**src/rtl/axil_pkg.sv**
```systemverilog
// Shared types and helpers for the AXI4-Lite register-file slave.
package axil_pkg;

  typedef enum logic [1:0] {
    OKAY   = 2'b00,
    EXOKAY = 2'b01,
    SLVERR = 2'b10,
    DECERR = 2'b11
  } resp_t;

  typedef enum logic {
    WR_IDLE,
    WR_RESP
  } wr_state_t;

  typedef enum logic {
    RD_IDLE,
    RD_RESP
  } rd_state_t;

  // Word index of a byte address; the caller masks it to the index field width.
  function automatic int unsigned addr_to_index(input logic [63:0] addr,
                                                input int unsigned addr_lsb);
    return 32'(addr >> addr_lsb);
  endfunction

endpackage

```
**src/rtl/axil_regfile_slave_if.sv**
```systemverilog
// AXI4-Lite bus bundle with master and slave views.
interface axil_regfile_slave_if #(
  parameter int ADDR_WIDTH = 32,
  parameter int DATA_WIDTH = 32
);

  logic [ADDR_WIDTH-1:0]   awaddr;
  logic [2:0]              awprot;
  logic                    awvalid;
  logic                    awready;
  logic [DATA_WIDTH-1:0]   wdata;
  logic [DATA_WIDTH/8-1:0] wstrb;
  logic                    wvalid;
  logic                    wready;
  logic [1:0]              bresp;
  logic                    bvalid;
  logic                    bready;
  logic [ADDR_WIDTH-1:0]   araddr;
  logic [2:0]              arprot;
  logic                    arvalid;
  logic                    arready;
  logic [DATA_WIDTH-1:0]   rdata;
  logic [1:0]              rresp;
  logic                    rvalid;
  logic                    rready;

  modport slave (
    input  awaddr, awprot, awvalid, wdata, wstrb, wvalid, bready,
    input  araddr, arprot, arvalid, rready,
    output awready, wready, bresp, bvalid, arready, rdata, rresp, rvalid
  );

  modport master (
    output awaddr, awprot, awvalid, wdata, wstrb, wvalid, bready,
    output araddr, arprot, arvalid, rready,
    input  awready, wready, bresp, bvalid, arready, rdata, rresp, rvalid
  );

endinterface

```
**src/rtl/axil_reg_bank.sv**
```systemverilog
// Register storage: byte-strobed write port, combinational read mux and
// a one-cycle write strobe per register.
module axil_reg_bank #(
  parameter int                    DATA_WIDTH  = 32,
  parameter int                    NUM_REGS    = 16,
  parameter int                    IW          = 5,
  parameter logic [DATA_WIDTH-1:0] RESET_VALUE = '0
) (
  input  logic                           clk,
  input  logic                           rst_n,
  input  logic                           wr_en,
  input  logic [IW-1:0]                  wr_idx,
  input  logic [DATA_WIDTH-1:0]          wr_data,
  input  logic [DATA_WIDTH/8-1:0]        wr_strb,
  input  logic [IW-1:0]                  rd_idx,
  output logic [DATA_WIDTH-1:0]          rd_data,
  output logic [NUM_REGS*DATA_WIDTH-1:0] regs_out,
  output logic [NUM_REGS-1:0]            wr_pulse
);

  localparam int STRB_W = DATA_WIDTH / 8;

  logic [DATA_WIDTH-1:0] regs [NUM_REGS];

  // Storage update: only strobed bytes of the addressed register change.
  always_ff @(posedge clk or negedge rst_n) begin
    if (!rst_n) begin
      for (int i = 0; i < NUM_REGS; i++) regs[i] <= RESET_VALUE;
    end else if (wr_en) begin
      for (int i = 0; i < NUM_REGS; i++) begin
        if (wr_idx == IW'(i)) begin
          for (int b = 0; b < STRB_W; b++) begin
            if (wr_strb[b]) regs[i][8*b +: 8] <= wr_data[8*b +: 8];
          end
        end
      end
    end
  end

  // Write strobe: high for the cycle in which the new value is visible.
  always_ff @(posedge clk or negedge rst_n) begin
    if (!rst_n) begin
      wr_pulse <= '0;
    end else begin
      for (int i = 0; i < NUM_REGS; i++) wr_pulse[i] <= wr_en && (wr_idx == IW'(i));
    end
  end

  // Read mux: an index past the last register reads as zero.
  always_comb begin
    rd_data = '0;
    for (int i = 0; i < NUM_REGS; i++) begin
      if (rd_idx == IW'(i)) rd_data = regs[i];
    end
  end

  for (genvar g = 0; g < NUM_REGS; g++) begin : g_flat
    assign regs_out[g*DATA_WIDTH +: DATA_WIDTH] = regs[g];
  end

endmodule

```
**src/rtl/axil_regfile_slave.sv**
```systemverilog
// AXI4-Lite register-file slave with independent write and read FSMs.
// Optional build macro AXIL_REGFILE_SLVERR_EN: out-of-range accesses
// answer SLVERR instead of OKAY.
module axil_regfile_slave
  import axil_pkg::*;
#(
  parameter int                    DATA_WIDTH  = 32,
  parameter int                    ADDR_WIDTH  = 32,
  parameter int                    NUM_REGS    = 16,
  parameter logic [DATA_WIDTH-1:0] RESET_VALUE = '0
) (
  input  logic                           aclk,
  input  logic                           aresetn,
  axil_regfile_slave_if.slave            bus,
  output logic [NUM_REGS*DATA_WIDTH-1:0] regs_out,
  output logic [NUM_REGS-1:0]            reg_wr_pulse
);

  localparam int unsigned ADDR_LSB = $clog2(DATA_WIDTH / 8);
  // One extra index bit for power-of-two counts: the aperture directly
  // above the file decodes out of range instead of aliasing register 0.
  localparam int          IW       = $clog2(NUM_REGS + 1);
  localparam logic [31:0] IDX_MASK = (32'd1 << IW) - 32'd1;

`ifdef AXIL_REGFILE_SLVERR_EN
  localparam resp_t OOR_RESP = SLVERR;
`else
  localparam resp_t OOR_RESP = OKAY;
`endif

  function automatic logic [31:0] full_index(input logic [ADDR_WIDTH-1:0] a);
    return addr_to_index(64'(a), ADDR_LSB) & IDX_MASK;
  endfunction

  function automatic logic [IW-1:0] decode(input logic [ADDR_WIDTH-1:0] a);
    logic [31:0] idx;
    idx = full_index(a);
    return idx[IW-1:0];
  endfunction

  function automatic logic in_range(input logic [ADDR_WIDTH-1:0] a);
    return full_index(a) < 32'(NUM_REGS);
  endfunction

  wr_state_t               wr_state, wr_next;
  rd_state_t               rd_state, rd_next;
  logic                    ready_en;
  logic                    aw_held, w_held;
  logic [ADDR_WIDTH-1:0]   aw_addr_q;
  logic [DATA_WIDTH-1:0]   w_data_q;
  logic [DATA_WIDTH/8-1:0] w_strb_q;
  resp_t                   bresp_q, rresp_q;
  logic [DATA_WIDTH-1:0]   rdata_q;
  logic                    aw_hs, w_hs, ar_hs, commit;
  logic [ADDR_WIDTH-1:0]   wr_addr;
  logic [DATA_WIDTH-1:0]   wr_data;
  logic [DATA_WIDTH/8-1:0] wr_strb;
  logic [DATA_WIDTH-1:0]   bank_rd_data;
  logic                    unused_prot;

  assign unused_prot = ^{bus.awprot, bus.arprot};

  assign bus.awready = ready_en && (wr_state == WR_IDLE) && !aw_held;
  assign bus.wready  = ready_en && (wr_state == WR_IDLE) && !w_held;
  assign bus.arready = ready_en && (rd_state == RD_IDLE);
  assign bus.bvalid  = (wr_state == WR_RESP);
  assign bus.bresp   = bresp_q;
  assign bus.rvalid  = (rd_state == RD_RESP);
  assign bus.rresp   = rresp_q;
  assign bus.rdata   = rdata_q;

  assign aw_hs = bus.awvalid && bus.awready;
  assign w_hs  = bus.wvalid && bus.wready;
  assign ar_hs = bus.arvalid && bus.arready;

  // Commit uses the held copy of a channel if it arrived earlier.
  assign wr_addr = aw_held ? aw_addr_q : bus.awaddr;
  assign wr_data = w_held  ? w_data_q  : bus.wdata;
  assign wr_strb = w_held  ? w_strb_q  : bus.wstrb;

  // Keeps the ready outputs low while reset is asserted.
  always_ff @(posedge aclk or negedge aresetn) begin
    if (!aresetn) ready_en <= 1'b0;
    else          ready_en <= 1'b1;
  end

  // Write FSM state register.
  always_ff @(posedge aclk or negedge aresetn) begin
    if (!aresetn) wr_state <= WR_IDLE;
    else          wr_state <= wr_next;
  end

  // Write FSM: commit once both address and data are present.
  always_comb begin
    wr_next = wr_state;
    commit  = 1'b0;
    case (wr_state)
      WR_IDLE: begin
        if ((aw_held || aw_hs) && (w_held || w_hs)) begin
          commit  = 1'b1;
          wr_next = WR_RESP;
        end
      end
      WR_RESP: begin
        if (bus.bready) wr_next = WR_IDLE;
      end
      default: wr_next = WR_IDLE;
    endcase
  end

  // Write-side holding registers and response code.
  always_ff @(posedge aclk or negedge aresetn) begin
    if (!aresetn) begin
      aw_held   <= 1'b0;
      w_held    <= 1'b0;
      aw_addr_q <= '0;
      w_data_q  <= '0;
      w_strb_q  <= '0;
      bresp_q   <= OKAY;
    end else if (commit) begin
      aw_held <= 1'b0;
      w_held  <= 1'b0;
      bresp_q <= in_range(wr_addr) ? OKAY : OOR_RESP;
    end else begin
      if (aw_hs) begin
        aw_held   <= 1'b1;
        aw_addr_q <= bus.awaddr;
      end
      if (w_hs) begin
        w_held   <= 1'b1;
        w_data_q <= bus.wdata;
        w_strb_q <= bus.wstrb;
      end
    end
  end

  // Read FSM state register.
  always_ff @(posedge aclk or negedge aresetn) begin
    if (!aresetn) rd_state <= RD_IDLE;
    else          rd_state <= rd_next;
  end

  // Read FSM: one outstanding read, response held until rready.
  always_comb begin
    rd_next = rd_state;
    case (rd_state)
      RD_IDLE: if (ar_hs) rd_next = RD_RESP;
      RD_RESP: if (bus.rready) rd_next = RD_IDLE;
      default: rd_next = RD_IDLE;
    endcase
  end

  // Read data capture: samples the pre-write contents on a same-edge commit.
  always_ff @(posedge aclk or negedge aresetn) begin
    if (!aresetn) begin
      rdata_q <= '0;
      rresp_q <= OKAY;
    end else if (ar_hs) begin
      if (in_range(bus.araddr)) begin
        rdata_q <= bank_rd_data;
        rresp_q <= OKAY;
      end else begin
        rdata_q <= '0;
        rresp_q <= OOR_RESP;
      end
    end
  end

  axil_reg_bank #(
    .DATA_WIDTH  (DATA_WIDTH),
    .NUM_REGS    (NUM_REGS),
    .IW          (IW),
    .RESET_VALUE (RESET_VALUE)
  ) u_bank (
    .clk      (aclk),
    .rst_n    (aresetn),
    .wr_en    (commit && in_range(wr_addr)),
    .wr_idx   (decode(wr_addr)),
    .wr_data  (wr_data),
    .wr_strb  (wr_strb),
    .rd_idx   (decode(bus.araddr)),
    .rd_data  (bank_rd_data),
    .regs_out (regs_out),
    .wr_pulse (reg_wr_pulse)
  );

endmodule

```
**src/flat_wrapper.sv**
```systemverilog
// flat-port wrapper written by rule: the top's interface ports become plain ports
module axil_regfile_slave_flat import axil_pkg::*;
#(
  parameter int                    DATA_WIDTH  = 32,
  parameter int                    ADDR_WIDTH  = 32,
  parameter int                    NUM_REGS    = 16,
  parameter logic [DATA_WIDTH-1:0] RESET_VALUE = '0
)
  (aclk, aresetn, regs_out, reg_wr_pulse, bus_awaddr, bus_awprot, bus_awvalid, bus_wdata, bus_wstrb, bus_wvalid, bus_bready, bus_araddr, bus_arprot, bus_arvalid, bus_rready, bus_awready, bus_wready, bus_bresp, bus_bvalid, bus_arready, bus_rdata, bus_rresp, bus_rvalid);
  axil_regfile_slave_if #(.ADDR_WIDTH(ADDR_WIDTH), .DATA_WIDTH(DATA_WIDTH)) bus_i ();
  input  logic aclk;
  input  logic aresetn;
  output logic [NUM_REGS*DATA_WIDTH-1:0] regs_out;
  output logic [NUM_REGS-1:0] reg_wr_pulse;
  input wire logic [$bits(bus_i.awaddr)-1:0] bus_awaddr;
  input wire logic [$bits(bus_i.awprot)-1:0] bus_awprot;
  input wire logic [$bits(bus_i.awvalid)-1:0] bus_awvalid;
  input wire logic [$bits(bus_i.wdata)-1:0] bus_wdata;
  input wire logic [$bits(bus_i.wstrb)-1:0] bus_wstrb;
  input wire logic [$bits(bus_i.wvalid)-1:0] bus_wvalid;
  input wire logic [$bits(bus_i.bready)-1:0] bus_bready;
  input wire logic [$bits(bus_i.araddr)-1:0] bus_araddr;
  input wire logic [$bits(bus_i.arprot)-1:0] bus_arprot;
  input wire logic [$bits(bus_i.arvalid)-1:0] bus_arvalid;
  input wire logic [$bits(bus_i.rready)-1:0] bus_rready;
  output wire logic [$bits(bus_i.awready)-1:0] bus_awready;
  output wire logic [$bits(bus_i.wready)-1:0] bus_wready;
  output wire logic [$bits(bus_i.bresp)-1:0] bus_bresp;
  output wire logic [$bits(bus_i.bvalid)-1:0] bus_bvalid;
  output wire logic [$bits(bus_i.arready)-1:0] bus_arready;
  output wire logic [$bits(bus_i.rdata)-1:0] bus_rdata;
  output wire logic [$bits(bus_i.rresp)-1:0] bus_rresp;
  output wire logic [$bits(bus_i.rvalid)-1:0] bus_rvalid;
  assign bus_i.awaddr = bus_awaddr;
  assign bus_i.awprot = bus_awprot;
  assign bus_i.awvalid = bus_awvalid;
  assign bus_i.wdata = bus_wdata;
  assign bus_i.wstrb = bus_wstrb;
  assign bus_i.wvalid = bus_wvalid;
  assign bus_i.bready = bus_bready;
  assign bus_i.araddr = bus_araddr;
  assign bus_i.arprot = bus_arprot;
  assign bus_i.arvalid = bus_arvalid;
  assign bus_i.rready = bus_rready;
  assign bus_awready = bus_i.awready;
  assign bus_wready = bus_i.wready;
  assign bus_bresp = bus_i.bresp;
  assign bus_bvalid = bus_i.bvalid;
  assign bus_arready = bus_i.arready;
  assign bus_rdata = bus_i.rdata;
  assign bus_rresp = bus_i.rresp;
  assign bus_rvalid = bus_i.rvalid;
  axil_regfile_slave #(.DATA_WIDTH(DATA_WIDTH), .ADDR_WIDTH(ADDR_WIDTH), .NUM_REGS(NUM_REGS), .RESET_VALUE(RESET_VALUE)) u_core (.aclk(aclk), .aresetn(aresetn), .bus(bus_i), .regs_out(regs_out), .reg_wr_pulse(reg_wr_pulse));
endmodule
```
**config.mk**
```make
export PLATFORM = sky130hd
export DESIGN_NAME = axil_regfile_slave_flat
export DESIGN_NICKNAME = d
export VERILOG_FILES = /design/src/rtl/axil_pkg.sv /design/src/rtl/axil_regfile_slave_if.sv /design/src/rtl/axil_reg_bank.sv /design/src/rtl/axil_regfile_slave.sv /design/src/flat_wrapper.sv
export SDC_FILE = /design/constraint.sdc
export NUM_CORES = 1
export LEC_CHECK = 0
export ABC_CLOCK_PERIOD_IN_PS = 3600
export BUFFER_PORTS_ARGS = -buffer_cell sky130_fd_sc_hd__buf_4
export CORE_AREA = 4 4 262 264
export DETAILED_ROUTE_END_ITERATION = 7
export DIE_AREA = 0 0 266 268
export GPL_TIMING_DRIVEN = 1
export HOLD_SLACK_MARGIN = 0.06
export PLACE_DENSITY = 0.76
export SLEW_MARGIN = 20
export SYNTH_ARGS = -nofsm -noshare
export SYNTH_HDL_FRONTEND = slang
export SYNTH_SLANG_ARGS = --single-unit
```
**constraint.sdc**
```tcl
create_clock -name aclk -period 3.6 [get_ports aclk]
set_input_delay 0.54 -clock aclk [delete_from_list [all_inputs] [get_ports aclk]]
set_output_delay 0.54 -clock aclk [all_outputs]
set_load 0.05 [all_outputs]
```
## After elaboration in Yosys (flattened, before gate mapping)

Index checks and enable logic that the tools add are counted.

- Mux-type cells: 31
- Bitwise operators: 3
- Reductions and logical operators: 99
- Equal/unequal tests: 30
- Order comparisons: 2

Operators by type and width:

| operator | count |
|---|---|
| 32-bit 2-to-1 mux | 18 |
| 3-bit AND reduction | 64 |
| 5-bit by 4-bit == test with 1-bit output (second input constant) | 16 |
| 5-bit by 3-bit == test with 1-bit output (second input constant) | 8 |
| 1-bit logical AND | 25 |
| 5-bit by 2-bit == test with 1-bit output (second input constant) | 4 |
| 5-bit by 1-bit == test with 1-bit output (second input constant) | 2 |
| 5-bit logical NOT | 2 |
| 5-bit less-than comparator (second input constant) | 2 |
| 1-bit 2-to-1 mux | 9 |
| 7-bit 2-to-1 mux | 1 |
| 4-bit 2-to-1 mux | 1 |
| 1-bit one-hot mux with 2 select lines | 2 |
| 2-bit AND reduction | 2 |
| 2-bit nonzero test | 2 |
| 1-bit inverter | 3 |
| 1-bit logical NOT | 2 |
| 1-bit logical OR | 2 |

- Bits of input ports: 113
- Flip-flop bits (word level): 608
- Output and inout bits: 569
- Word-level logic and storage cells: 239

## Depth between registers and ports, before layout

- Word-level depth: 18
- Depth in mapped cells: 9
- Depth with buffers taken out: 5

## By module

From an unflattened synthesis, not the netlist that was laid out.

- Cell total of the unflattened synthesis: 2248
- Area, all modules: 28024.4 µm²

Modules (own cells, without submodules):

| module | sequential area each (µm²) | area an instance (µm²) | cells each | times used |
|---|---|---|---|---|
| axil_reg_bank | 13212.7 | 24278.3 | 1943 | 1 |
| axil_regfile_slave | 1951.9 | 3746.1 | 305 | 1 |

## Worst setup path before layout

OpenSTA, ideal clock, no wires.

- Path kind: register to register
- Start point: register u_core.wr_state (netlist: u_core.bus.bvalid)
- End point: register u_core.w_data_q[10]
- Setup slack: 821 ps
- Buffers on the path: 1
- Stages on the path, launching flop included: 7
- Arrival: 2654 ps
- Setup time: 125 ps
- Period minus slack after synthesis: 2779 ps
- Required time: 3475 ps
- Path through: dfrtp_1 > inv_1 > nand2_1 > nor2_1 > nand2_1 > clkbuf_1 > mux2_2

- Longest elaborated chain between the ends: 10
- Elaborated cells on any way between the ends: 13
- Classes of those cells: mux: 2; bitwise: 2; reduce/logical: 9

Ends and longest elaborated chain:

| what | line | RTL |
|---|---|---|
| start, declared | axil_regfile_slave.sv:45 | `wr_state_t wr_state, wr_next;` |
| start signal, assigned | axil_regfile_slave.sv:90 | `else wr_state <= wr_next;` |
| 1-bit inverter | axil_regfile_slave.sv:63 | `assign bus.awready = ready_en && (wr_state == WR_IDLE) && !aw_held;` |
| 1-bit logical AND (2 in series) | axil_regfile_slave.sv:63 |  |
| named net bus_awready | flat_wrapper.sv:26 | `output wire logic [$bits(bus_i.awready)-1:0] bus_awready;` |
| 1-bit logical AND | axil_regfile_slave.sv:72 | `assign aw_hs = bus.awvalid && bus.awready;` |
| 1-bit logical OR | axil_regfile_slave.sv:99 | `if ((aw_held \|\| aw_hs) && (w_held \|\| w_hs)) begin` |
| 1-bit logical AND | axil_regfile_slave.sv:99 |  |
| 1-bit 2-to-1 mux | axil_regfile_slave.sv:99 |  |
| 1-bit 2-to-1 mux | axil_regfile_slave.sv:97 | `case (wr_state)` |
| 1-bit inverter (no source line) | - |  |
| 2-bit AND reduction (no source line) | - |  |
| end signal, assigned | axil_regfile_slave.sv:131 | `w_data_q <= bus.wdata;` |
| end, declared | axil_regfile_slave.sv:50 | `logic [DATA_WIDTH-1:0] w_data_q;` |

The timed path passes the listed nets, and every way through them passes these cells.
A chain may end at the register's enable or synchronous reset.

## Worst setup path in the final report

- Start point: register u_core.aw_held
- End point: register u_core.u_bank.regs (netlist bit u_core.u_bank.regs_out[166])

- Longest elaborated chain between the ends: 9
- Elaborated cells on any way between the ends: 12
- Classes of those cells: order compare: 1; eq/ne: 1; mux: 3; reduce/logical: 7

Ends and longest elaborated chain:

| what | line | RTL |
|---|---|---|
| start, declared | axil_regfile_slave.sv:48 | `logic aw_held, w_held;` |
| start signal, assigned | axil_regfile_slave.sv:114 | `aw_held <= 1'b0;` |
| start signal, assigned | axil_regfile_slave.sv:121 | `aw_held <= 1'b0;` |
| start signal, assigned | axil_regfile_slave.sv:126 | `aw_held <= 1'b1;` |
| parallel branches: the longest is 8 deep, another holds 5-bit less-than comparator | - |  |
| 3-bit AND reduction (no source line) (*) | - |  |
| end signal, assigned by index | axil_reg_bank.sv:33 | `if (wr_strb[b]) regs[i][8*b +: 8] <= wr_data[8*b +: 8];` |
| end, declared | axil_reg_bank.sv:23 | `logic [DATA_WIDTH-1:0] regs [NUM_REGS];` |

Mark *: on every way between the ends.

==> run_results.csv <==
group,metric,value,unit
worst_hold_path,holdCritStartpoint,"bus_rready",
setup_path,worstPathRequired,4.08,ns
run,drv_cap,0,
layout,num-nets-final,2997,
synthesis,synth_edf_count,0,
routing,routed_wl,131000,um
timing,clock_skew,0.0259,ns
layout,drive_above_1_share,52.1,%
placement,hpwl,98800,um
clocking,numClockSinks,606,
global_route,grt_antenna_before_repair,2,
routing,routed_via_density,6.39,
worst_hold_path,worst_hold_path_type,"in2reg",
synthesis,ys.flop_type,"dfrtp_1",
floorplan,core_area,66600,sq um
timing,slew_viol_final,0,
routing,vias,24331,
clocking,path_clk_slew,0.06,ns
clocking,postCtsHoldBufs,1,
routing,drtIter0Drc,2744,
run_status,status,"finished clean",
clocking,cts_root_buf,"clkbuf_16",
clocking,post_cts_resized,0,
setup_path,cp-start-kind,"flop",
synthesis,ys_types,79,
timing,worstMarginPinSlew,1.15,ns
synthesis,synth_top_cell_by_area,"dfrtp_1",
floorplan,die_area,71300,sq um
floorplan,row_count,95,
timing,slew_headroom,22.3,%
placement,dp_slack,0.481,ns
timing,grt_setup_unrepaired,"no",
setup_path,critPathKind,"reg2reg",
floorplan,dieHeight,268,um
timing,hold_viol,0,
clocking,htree_levels,3,
timing,hold_slack,0.0936,ns
synthesis,synthTopCellsByArea,"dfrtp_1 (54%), mux2_2 (23%), mux2i_1 (1.7%)",
clocking,cts_tree,"done",
worst_hold_path,min_delay_path_depth,2,
setup_path,arrival,3.65,ns
global_route,grt.total_usage,35.6,%
synthesis,synth-async-reset-ratio,100,%
floorplan,chipWidth,266,um
pwr,powerDensity,748,nW/um^2
setup_path,rr_endpoint,"u_core.u_bank.regs_out[166]",
worst_hold_path,hold-path-endpoint,"u_core.bus.rvalid",
synthesis,synth_cells,2209,
timing,min_period,3.18,ns
clocking,cts_buffers,69,
routing,wl_per_cell,34.5,um
placement,gp_congestion,0.942,
timing,fin_crit_sh,88.3,%
synthesis,ys_warn_count,0,
layout,mostFrequentLayoutCells,"buf_4 (733), dfrtp_1 (605), mux2_2 (589)",
routing,drtPass1Iterations,6,
synthesis,syn-cell-area,28300,sq um
pwr,total_leakage_power,18.5,nW
timing,setup_slack,0.421,ns
routing,drc,0,
clocking,cts_setup_buffers,0,
routing,postRouteAntennaNets,0,
setup_path,path_max_fanout,20,
global_route,grt_pass1_wl,183000,um
layout,area_growth_syn_to_layout,30.1,%
floorplan,io_pins,682,
timing,max_freq,315,MHz
timing,final.setup.tns,0,ns
global_route,grt_pass1_vias,24592,
global_route,grt-ovfl-total,0,
pwr,peakVddDrop,455,uV
setup_path,rr_startpoint,"u_core.aw_held",
placement,portBuffers,617,
setup_path,end_kind,"flop",
layout,final_core_util,55.3,%
synthesis,yosysSeqAreaShare,53.6,%
synthesis,synth_top_area_share,53.6,%
timing,setup_viol,0,
synthesis,synth.avg_cell_area,12.8,sq um
layout,final_common_cell,"buf_4",
setup_path,ff2ff_path_depth,5,
clocking,max-clock-path-buffers,3,
layout,nFillCells,5629,
setup_path,r2r_slack,0.42,ns
floorplan,initial_core_util,42.5,%
synthesis,ys_ff_latch,606,
global_route,grt_max_degree,101,
clocking,clk_latency,0.62,ns
[worst max path at each step]
stage | depth (start not counted) | startpoint | slack [ns] | endpoint
floorplan | 6 | u_core.bus.bvalid | 0.82 | u_core.w_data_q[10]
global placement | 9 | bus_araddr[2] | 0.57 | u_core.bus.rdata[26]
detailed placement | 9 | bus_araddr[2] | 0.48 | u_core.bus.rdata[26]
CTS | 5 | u_core.aw_held | 0.53 | u_core.u_bank.regs_out[166]
global route | 5 | u_core.aw_held | 0.32 | u_core.u_bank.regs_out[167]
finish | 5 | u_core.aw_held | 0.42 | u_core.u_bank.regs_out[166]
[through the flow]
stage	cells	area (sq um)	power [mW]
after floorplan	2212	28300	16.2
after global placement	3685	34500	20.2
after detailed placement	3685	34500	20.5
after CTS	3806	36800	27.5
after global routing	3806	36800	28.3
final	3807	36800	27.5
[layout make-up]
class                      count  area (sq um)  area share (%)
timing repair buffer         744          5710            15.5
sequential                   606         15200            41.2
multi-input combinational   1450         12500            34.1
clock buffer                  97          2020            5.50
clock inverter                23           229           0.622
antenna                        1          2.50         0.00680
inverter                      13          48.8           0.133
tap                          873          1090            2.97
[metal layers]
metal / GRT usage, % / up-vias / routed length [um]
met3: 8.84 / 433 / 13200
met1: 43.1 / 12556 / 47000
met5: 0 / - / 0
li1: - / 9671 / -
met2: 58.5 / 1671 / 62200
met4: 20.4 / 0 / 9020
[Yosys cell counts (all sizes together) (10+ instances only)]
master	count
dfrtp	606
a21oi	76
nor3	22
nand2	125
a221oi	15
o21ai	66
nor2	91
clkbuf	93
o22ai	20
nand2b	13
a211o	10
mux2	596
o221ai	33
nand3b	16
o211ai	12
mux2i	49
nor3b	15
inv	13
buf	50
mux4	11
a21o	18
and3	12
a32oi	10
a22oi	40
nand3	20
o2111ai	11
[report_power, final]
group          internal (mW)  leakage (nW)  switching (mW)
combinational           3.23          9.09            7.42
clock                   4.14          1.12            2.92
sequential              8.28          8.31            1.53
[logic make-up (layout without fill, tap and decap cells)]
kind of cell | after synthesis | in the layout | synth area share, %
muxes | 656 | 656 | 26.3
AOI/OAI and AO/OA | 409 | 409 | 10.4
buffers and inverters | 156 | 877 | 2.30
DFF | 606 | 606 | 53.6
other | 2 | 6 | 0.0265
and+or+nand+nor | 380 | 380 | 7.36
[state kept, by name (all words and copies together), names as in the netlist]
signal	count
u_core.ready_en	1
u_core.aw_held	1
u_core.w_held	1
u_core.bus.bvalid	1
u_core.u_bank.regs_out	512
u_core.aw_addr_q	5
u_core.w_data_q	32
u_core.bus.rdata	32
u_core.u_bank.wr_pulse	16
u_core.w_strb_q	4
u_core.bus.rvalid	1
[worst max-delay path: stages, from the launching register on]
cell,delay [ns]
dfrtp_1,0.74
a21o_1,0.27
o2111ai_1,0.43
nor2_2,0.64
nand2_1,0.50
mux2_1,0.46
Note: power is estimated with default switching activity, not from simulation.
